### src/rtl/imm_gen_pipe.sv
// imm_gen_pipe: registered, valid/ready immediate generator for the decode stage.
// Decodes the RV32I/RV64I immediate formats (I/S/B/U/J) from a fetched
// instruction, sign-extends to XLEN and carries a sideband tag with it.
// A 2-entry skid buffer (main register M drives the outputs, skid register K
// absorbs one extra entry) gives full throughput with a registered in_ready.
//
// Optional feature macro: IMMGEN_ZICSR_EN
//   defined   : CSRRWI/CSRRSI/CSRRCI emit the zero-extended 5-bit uimm, fmt Z.
//   undefined : every SYSTEM opcode decodes as I-format; fmt Z never appears.

module imm_gen_pipe #(
    parameter int XLEN  = 32,
    parameter int TAG_W = 32
) (
    input  logic             clk,
    input  logic             rst_n,
    input  logic             flush,
    input  logic             in_valid,
    output logic             in_ready,
    input  logic [31:0]      in_instr,
    input  logic [TAG_W-1:0] in_tag,
    output logic             out_valid,
    input  logic             out_ready,
    output logic [XLEN-1:0]  out_imm,
    output logic [2:0]       out_fmt,
    output logic [TAG_W-1:0] out_tag
);

    // Format codes presented on out_fmt.
    localparam logic [2:0] FMT_NONE = 3'd0;
    localparam logic [2:0] FMT_I    = 3'd1;
    localparam logic [2:0] FMT_S    = 3'd2;
    localparam logic [2:0] FMT_B    = 3'd3;
    localparam logic [2:0] FMT_U    = 3'd4;
    localparam logic [2:0] FMT_J    = 3'd5;
    localparam logic [2:0] FMT_Z    = 3'd6;

    // Major opcodes that carry an immediate.
    localparam logic [6:0] OP_IMM    = 7'b0010011;
    localparam logic [6:0] OP_LOAD   = 7'b0000011;
    localparam logic [6:0] OP_JALR   = 7'b1100111;
    localparam logic [6:0] OP_SYSTEM = 7'b1110011;
    localparam logic [6:0] OP_STORE  = 7'b0100011;
    localparam logic [6:0] OP_BRANCH = 7'b1100011;
    localparam logic [6:0] OP_LUI    = 7'b0110111;
    localparam logic [6:0] OP_AUIPC  = 7'b0010111;
    localparam logic [6:0] OP_JAL    = 7'b1101111;

    // Buffer occupancy: nothing, M only, M and K.
    typedef enum logic [1:0] {
        ST_EMPTY = 2'd0,
        ST_ONE   = 2'd1,
        ST_TWO   = 2'd2
    } state_t;

    // Classify the instruction into one of the immediate formats.
    function automatic logic [2:0] decode_fmt(input logic [31:0] instr);
        logic [2:0] fmt;
        case (instr[6:0])
            OP_IMM, OP_LOAD, OP_JALR: fmt = FMT_I;
            OP_SYSTEM: begin
`ifdef IMMGEN_ZICSR_EN
                // funct3[2] set selects the immediate CSR forms.
                if (instr[14]) begin
                    fmt = FMT_Z;
                end else begin
                    fmt = FMT_I;
                end
`else
                fmt = FMT_I;
`endif
            end
            OP_STORE:         fmt = FMT_S;
            OP_BRANCH:        fmt = FMT_B;
            OP_LUI, OP_AUIPC: fmt = FMT_U;
            OP_JAL:           fmt = FMT_J;
            default:          fmt = FMT_NONE;
        endcase
        return fmt;
    endfunction

    // Assemble the immediate for a given format. The sign fill is laid down
    // across all XLEN bits first and the format's low field overwrites it,
    // which works for both XLEN=32 and XLEN=64 without zero-width replication.
    function automatic logic [XLEN-1:0] decode_imm(input logic [31:0] instr,
                                                   input logic [2:0]  fmt);
        logic [XLEN-1:0] imm;
        imm = {XLEN{instr[31]}};
        case (fmt)
            FMT_I: imm[11:0] = instr[31:20];
            FMT_S: imm[11:0] = {instr[31:25], instr[11:7]};
            FMT_B: imm[12:0] = {instr[31], instr[7], instr[30:25], instr[11:8], 1'b0};
            FMT_U: imm[31:0] = {instr[31:12], 12'h000};
            FMT_J: imm[20:0] = {instr[31], instr[19:12], instr[20], instr[30:21], 1'b0};
            FMT_Z: begin
                imm      = {XLEN{1'b0}};
                imm[4:0] = instr[19:15];
            end
            default: imm = {XLEN{1'b0}};
        endcase
        return imm;
    endfunction

    state_t            state_r;
    state_t            state_next_s;
    logic              in_ready_r;
    logic              out_valid_r;

    logic [XLEN-1:0]   m_imm_r;
    logic [2:0]        m_fmt_r;
    logic [TAG_W-1:0]  m_tag_r;
    logic [XLEN-1:0]   k_imm_r;
    logic [2:0]        k_fmt_r;
    logic [TAG_W-1:0]  k_tag_r;

    logic [2:0]        dec_fmt_s;
    logic [XLEN-1:0]   dec_imm_s;
    logic              accept_s;
    logic              pop_s;
    logic              load_m_in_s;
    logic              load_m_k_s;
    logic              load_k_in_s;

    // Decode the incoming instruction ahead of the buffer registers.
    always_comb begin
        dec_fmt_s = decode_fmt(in_instr);
        dec_imm_s = decode_imm(in_instr, dec_fmt_s);
    end

    assign accept_s = in_valid & in_ready_r;
    assign pop_s    = out_valid_r & out_ready;

    // Next-state and register-load selection; flush overrides every transfer.
    always_comb begin
        state_next_s = state_r;
        load_m_in_s  = 1'b0;
        load_m_k_s   = 1'b0;
        load_k_in_s  = 1'b0;
        if (flush) begin
            state_next_s = ST_EMPTY;
        end else begin
            case (state_r)
                ST_EMPTY: begin
                    if (accept_s) begin
                        state_next_s = ST_ONE;
                        load_m_in_s  = 1'b1;
                    end else begin
                        state_next_s = ST_EMPTY;
                    end
                end
                ST_ONE: begin
                    if (accept_s && !pop_s) begin
                        state_next_s = ST_TWO;
                        load_k_in_s  = 1'b1;
                    end else if (accept_s && pop_s) begin
                        state_next_s = ST_ONE;
                        load_m_in_s  = 1'b1;
                    end else if (pop_s) begin
                        state_next_s = ST_EMPTY;
                    end else begin
                        state_next_s = ST_ONE;
                    end
                end
                ST_TWO: begin
                    if (pop_s) begin
                        state_next_s = ST_ONE;
                        load_m_k_s   = 1'b1;
                    end else begin
                        state_next_s = ST_TWO;
                    end
                end
                default: begin
                    state_next_s = ST_EMPTY;
                end
            endcase
        end
    end

    // Occupancy state plus the handshake flags, registered from the next state.
    always_ff @(posedge clk or negedge rst_n) begin
        if (!rst_n) begin
            state_r     <= ST_EMPTY;
            in_ready_r  <= 1'b1;
            out_valid_r <= 1'b0;
        end else begin
            state_r     <= state_next_s;
            in_ready_r  <= (state_next_s != ST_TWO);
            out_valid_r <= (state_next_s != ST_EMPTY);
        end
    end

    // Main register M: loads a fresh entry or promotes the skid entry, else holds.
    always_ff @(posedge clk or negedge rst_n) begin
        if (!rst_n) begin
            m_imm_r <= {XLEN{1'b0}};
            m_fmt_r <= 3'd0;
            m_tag_r <= {TAG_W{1'b0}};
        end else if (load_m_in_s) begin
            m_imm_r <= dec_imm_s;
            m_fmt_r <= dec_fmt_s;
            m_tag_r <= in_tag;
        end else if (load_m_k_s) begin
            m_imm_r <= k_imm_r;
            m_fmt_r <= k_fmt_r;
            m_tag_r <= k_tag_r;
        end else begin
            m_imm_r <= m_imm_r;
            m_fmt_r <= m_fmt_r;
            m_tag_r <= m_tag_r;
        end
    end

    // Skid register K: captures an entry accepted while M is stalled.
    always_ff @(posedge clk or negedge rst_n) begin
        if (!rst_n) begin
            k_imm_r <= {XLEN{1'b0}};
            k_fmt_r <= 3'd0;
            k_tag_r <= {TAG_W{1'b0}};
        end else if (load_k_in_s) begin
            k_imm_r <= dec_imm_s;
            k_fmt_r <= dec_fmt_s;
            k_tag_r <= in_tag;
        end else begin
            k_imm_r <= k_imm_r;
            k_fmt_r <= k_fmt_r;
            k_tag_r <= k_tag_r;
        end
    end

    assign in_ready  = in_ready_r;
    assign out_valid = out_valid_r;
    assign out_imm   = m_imm_r;
    assign out_fmt   = m_fmt_r;
    assign out_tag   = m_tag_r;

endmodule

### config.mk
export PLATFORM = sky130hd
export DESIGN_NAME = imm_gen_pipe
export DESIGN_NICKNAME = d
export VERILOG_FILES = /design/src/rtl/imm_gen_pipe.sv
export SDC_FILE = /design/constraint.sdc
export NUM_CORES = 1
export LEC_CHECK = 0
export BUFFER_PORTS_ARGS = -buffer_cell sky130_fd_sc_hd__buf_2
export CORE_UTILIZATION = 35
export DETAILED_ROUTE_END_ITERATION = 10
export SLEW_MARGIN = 10
export SYNTH_ARGS = -nofsm -noshare
export SYNTH_HDL_FRONTEND = slang
export SYNTH_SLANG_ARGS = --single-unit
### constraint.sdc
create_clock -name clk -period 1.7 [get_ports clk]
set_input_delay 0.17 -clock clk [delete_from_list [all_inputs] [get_ports clk]]
set_output_delay 0.17 -clock clk [all_outputs]
set_load 0.05 [all_outputs]
* Yosys cells after proc, flatten, opt, wreduce, memory -nomap -nowiden
Index checks and enable logic that the tools add are counted.
** Cells by class
- Equal/unequal tests :: 18
- Muxes and demuxes :: 29
- Bitwise operators :: 2
- Reduce and logical (&&, ||, !) cells :: 11
** Operators with widths (count)
- 32-bit two-way mux :: 4
- 12-bit one-hot mux with 5 select lines :: 1
- 7-bit == test, second input constant :: 4
- 8-bit one-hot mux with 3 select lines :: 1
- 11-bit one-hot mux with 2 select lines :: 1
- 3-bit one-hot mux with 5 select lines :: 1
- 7-bit by 5-bit == test with 1-bit output, second input constant :: 2
- 7-bit by 6-bit == test with 1-bit output, second input constant :: 2
- 1-bit two-way mux :: 13
- 3-bit == test, second input constant :: 3
- 4-bit OR reduction :: 2
- 7-bit by 2-bit == test with 1-bit output, second input constant :: 1
- 3-bit by 2-bit == test with 1-bit output, second input constant :: 2
- 2-bit two-way mux :: 3
- 3-bit two-way mux :: 2
- 2-bit one-hot mux with 3 select lines :: 1
- 1-bit one-hot mux with 2 select lines :: 2
- 2-bit nonzero test :: 2
- 2-bit OR reduction :: 2
- 3-bit by 1-bit == test with 1-bit output, second input constant :: 1
- 3-bit OR reduction :: 1
- 1-bit bitwise AND :: 2
- 2-bit by 1-bit == test with 1-bit output, second input constant :: 1
- 2-bit == test, second input constant :: 1
- other kinds (4) :: 5
** Storage, ports and cells
- Bits in registers :: 138
- Input bits :: 69
- Output and inout bits :: 69
- Logic and storage cells :: 69

* Depth between registers and ports, before layout
- Word-level depth :: 7
- Mapped depth :: 10
- Mapped depth without buffers :: 7

* Least setup slack after synthesis
No wires, ideal clock.
- Path kind :: register to register
- Start point :: register out_valid_r, in the netlist out_valid
- End point :: register m_imm_r[10], in the netlist out_imm[10]
- Library setup time :: 0.126 ns
- Arrival time :: 2.167 ns
- Required time :: 1.574 ns
- Setup slack :: -0.593 ns
- Stages on the path, launching flop included :: 10
- Path buffers :: 2
- Clock period less this slack :: 2.293 ns
- Cells stage by stage :: dfrtp_1 nand2_1 inv_1 clkbuf_1 ha_1 nand2_1 a211o_2 buf_6 and3_1 a221o_1
** Between the ends
- Longest elaborated chain between the ends :: 7
- Elaborated cells on any way between the ends :: 13
- Those cells by class :: 8 x mux; 1 x bitwise; 4 x reduce/logical
** Ends and longest elaborated chain
- start: declaration :: line 107 : logic out_valid_r;
- start signal: assignment :: line 188 : out_valid_r <= (state_next_s != ST_EMPTY);
- 1-bit bitwise AND * :: line 131 : assign pop_s = out_valid_r & out_ready;
- 1-bit logical AND / 1-bit zero test (equally long branches) :: line 155, 152
- 1-bit two-way mux / 1-bit logical AND (equally long branches) :: line 155, 152
- 1-bit two-way mux :: line 152 : if (accept_s && !pop_s) begin
- 1-bit one-hot mux with 2 select lines :: line 142 : case (state_r)
- 1-bit two-way mux :: line 139 : if (flush) begin
- 32-bit two-way mux / 2-bit nonzero test (equally long branches)
- end signal: assignment :: line 195 : m_imm_r <= {XLEN{1'b0}};
- end signal: assignment :: line 199 : m_imm_r <= dec_imm_s;
- end signal: assignment :: line 203 : m_imm_r <= k_imm_r;
- end: declaration :: line 109 : logic [XLEN-1:0] m_imm_r;
Every way passes the cells marked *; elsewhere a longest branch is shown, timed or not.
A chain may end at the register's enable or synchronous reset.

* Final worst setup path
- Start point :: register in_ready_r, in the netlist in_ready
- End point :: register m_imm_r[9], in the netlist out_imm[9]
** Between the ends
- Longest elaborated chain between the ends :: 7
- Elaborated cells on any way between the ends :: 10
- Those cells by class :: 6 x mux; 1 x bitwise; 3 x reduce/logical
** Ends and longest elaborated chain
- start: declaration :: line 106 : logic in_ready_r;
- start signal: assignment :: line 187 : in_ready_r <= (state_next_s != ST_TWO);
- 1-bit bitwise AND * :: line 130 : assign accept_s = in_valid & in_ready_r;
- 1-bit logical AND :: line 155 : end else if (accept_s && pop_s) begin
- 1-bit two-way mux :: line 155
- 1-bit two-way mux :: line 152
- 1-bit one-hot mux with 2 select lines * :: line 142
- 1-bit two-way mux * :: line 139
- 32-bit two-way mux / 2-bit nonzero test (equally long branches)
Marks and branches as above.

==> out/results.txt <==
Crit path largest cell delay -> 0.61 ns
RSZ-0062 raised after global routing -> true
hold_ws -> 0.0165 ns
DRT Pass-1 Iters -> 6
Inserted Diodes -> 0
clk root buf -> clkbuf_16
DR vias -> 5,675
Async S/R FF share, synth -> 100%
Critical Path Source Type -> flip-flop
Port-buffer cells -> 137
CTS sink count -> 138
FF+latch count, synth -> 138
Max Cap Viol -> 0
Final Util -> 52.5%
hold endpoint -> k_imm_r[10]$_DFFE_PN0P_
Net Count, Synth -> 730
Setup crit end kind -> flip-flop
# H-tree levels -> 4
CP bufs+invs -> 0
Crit Path Class -> flip-flop to flip-flop
CP Cell Sequence -> and2_4 -> ha_4 -> nand2_4 -> a211o_4 -> nor3b_4 -> a221o_1
Iter 0 DRT Violations -> 315
Synth area leader -> dfrtp_1
Distinct cells, synth -> 53
Max Fclk -> 0.515 GHz
top cells by count, synth -> nand2_1, dfrtp_1, a31oi_1, nor2_1
top cells by area, synth -> dfrtp_1, nand2_1, a31oi_1
DP Wirelength -> 11.6 mm
Slew @ Worst Pin -> 0.446 ns
first-pass GRT wire length -> 28.0 mm
Global Route Usage Sum -> 20.0%
Clock Skew -> 0.00534 ns
# IOs -> 138
Worst Path Max Fanout -> 6
layout cell share with drive strength beyond 1 -> 34.7%
Layout Nets -> 940
Worst Hold Launch -> in_instr[30]
DRT antenna net count -> 0
flop-to-flop setup slack -> -0.24 ns
pwr/cell area -> 1280 nW/um2
CTS tree -> done
Num CTS Buffers -> 17
FF-to-FF path depth -> 6
Syn Std Cell Area -> 6230 um2
Placeable Area -> 17,400 um2
status -> finished, violations left
initial antenna violation count -> 0
sequential share of the synthesized area -> 55.4%
Total Power -> 11.6 mW
Rows -> 48
leak pwr -> 4.43 nW
failing checks -> negative setup slack
total wire length -> 19.1 mm
ys flop type -> dfrtp_1
Hold Vio Cnt, Final -> 0
Reg clk slew, reported paths -> 0.06 ns
r2r endpoint -> out_imm[9]$_DFFE_PN0P_
Slew headroom -> 69.5%
Tightest Hold Check Type -> input pin to flip-flop
Final Setup Violations -> 119
Die Span Y -> 135 um
Initial Util -> 35.9%
crit path max-delay cell type -> dfstp_4
cell with the most instances after synthesis -> nand2_1
RD Place Congestion -> 0.860
Final period util -> 114%
FF-to-FF Start -> in_ready$_DFF_PN1_
Tmin final -> 1.94 ns
CP required -> 2.06 ns
DP Worst Slack -> -0.301 ns
GRT Residual Overflow -> 0
drt wl/cell -> 17.3 um
via/cell ratio -> 5.13
Top Family by Delay on Critical Path -> flip-flops
Pins Over Slew Limit -> 0
Arr. time, crit path -> 2.30 ns
clock insertion delay at the later pin of the skew report -> 0.42 ns
top-area cell type share of the netlist area -> 55.0%
mean post-synth cell area -> 9.46 um2
worst vdd ir -> 0.000903 V
vias in the first global route -> 5,295
setup ws final -> -0.241 ns
largest net degree at the start of global routing -> 55
Post-synth EDFFs -> 0
clock buffer depth -> 2
die extent in x -> 135 um
Hold Crit Depth -> 2
die area -> 18,300 um2
# DRC -> 0
cell count after synthesis -> 659
Layout area overhead -> 46.3%
yosys warns -> 0
## power breakdown
group,total [mW],internal [mW],switching [mW]
Sequential,4.41,4.01,0.404
Combinational,2.85,0.933,1.92
Clock,4.38,2.95,1.43
Total,11.6,7.89,3.75
## cells by family after synthesis
logic type | after synthesis | share of synthesized area, %
AOI/OAI and AO/OA | 137 | 15.3
xor gates and xnor gates | 1 | 0.141
adders and majority gates | 2 | 0.402
buffers and inverters | 51 | 4.08
DFF | 138 | 55.4
muxes | 13 | 2.33
and+or+nand+nor | 317 | 22.3
## through the flow
step / setup TNS (ns) / instances / instance area, um2
after floorplan: -22.57 / 659 / 6310
after global placement: -13.83 / 1019 / 7450
after detailed placement: -16.01 / 1019 / 7450
after CTS: -14.15 / 1092 / 8680
after global routing: -22.46 / 1107 / 9120
final: -15.21 / 1107 / 9120
## worst max-delay path by stage
stage                        from  slack, ns  cells past startpoint                 endpoint
2_1_floorplan  in_ready$_DFF_PN1_      -0.36                      7  out_imm[10]$_DFFE_PN0P_
3_3_place_gp   in_ready$_DFF_PN1_      -0.27                      7  out_tag[10]$_DFFE_PN0P_
3_5_place_dp   in_ready$_DFF_PN1_      -0.30                      7  out_tag[13]$_DFFE_PN0P_
4_1_cts        in_ready$_DFF_PN1_      -0.25                      6   out_imm[9]$_DFFE_PN0P_
5_1_grt        in_ready$_DFF_PN1_      -0.29                      7  out_imm[28]$_DFFE_PN0P_
6_report       in_ready$_DFF_PN1_      -0.24                      6   out_imm[9]$_DFFE_PN0P_
## area by class of cell
type | count | area [um2]
clock buffers | 22 | 494
inverters | 4 | 15.0
clock inverters | 10 | 210
repair buffers | 235 | 1860
multi-input cells | 473 | 2800
well taps | 225 | 282
fillers | 1587 | 8240
flip-flops and latches | 138 | 3460
## per-layer routing
layer	global-route usage, %	vias up	part of all wire, %	wire length (um)
li1	-	2727	-	-
met1	27.5	2758	47	8930
met2	30.5	171	48	9080
met3	3.63	19	4.3	822
met4	9.30	0	1.5	289
met5	0	-	0	0
## sequential cells by signal, indices dropped and copies added, names as in the netlist
register   flops
k_fmt_r        3
state_r        2
out_imm       32
in_ready       1
out_valid      1
out_fmt        3
k_tag_r       32
out_tag       32
k_imm_r       32
## cell usage in the layout (no fill, tap or decap), types with 4 or more instances in the layout
cell type      count
nand3_2            4
buf_6             11
and3_1            15
nor2_4             5
a22oi_1           12
a31oi_1           48
dlygate4sd3_1     33
o21ai_0           11
buf_2            136
o21ai_1            5
buf_4             32
o211ai_1          21
nand3_1           16
bufinv_16          6
inv_1              4
clkbuf_16         23
a221o_1            6
dfrtp_1          136
a22o_1             6
nand2_1          195
nor2_1            36
nand2_2           15
o21ai_2            5
nor2_2             5
o2bb2ai_1          4
clkbuf_8           5
buf_12            15
mux2_2             9
## what timing repair did
action                                 in CTS  in global routing
hold buffers                               33                  0
buffers inserted                            4                  7
setup endpoints to repair                 116                135
gates resized for setup                    16                 66
endpoints found under the hold margin      68                  0
pin swaps                                   8                 19
cloned                                      4                 11
Power figures use the tool's default switching activity.
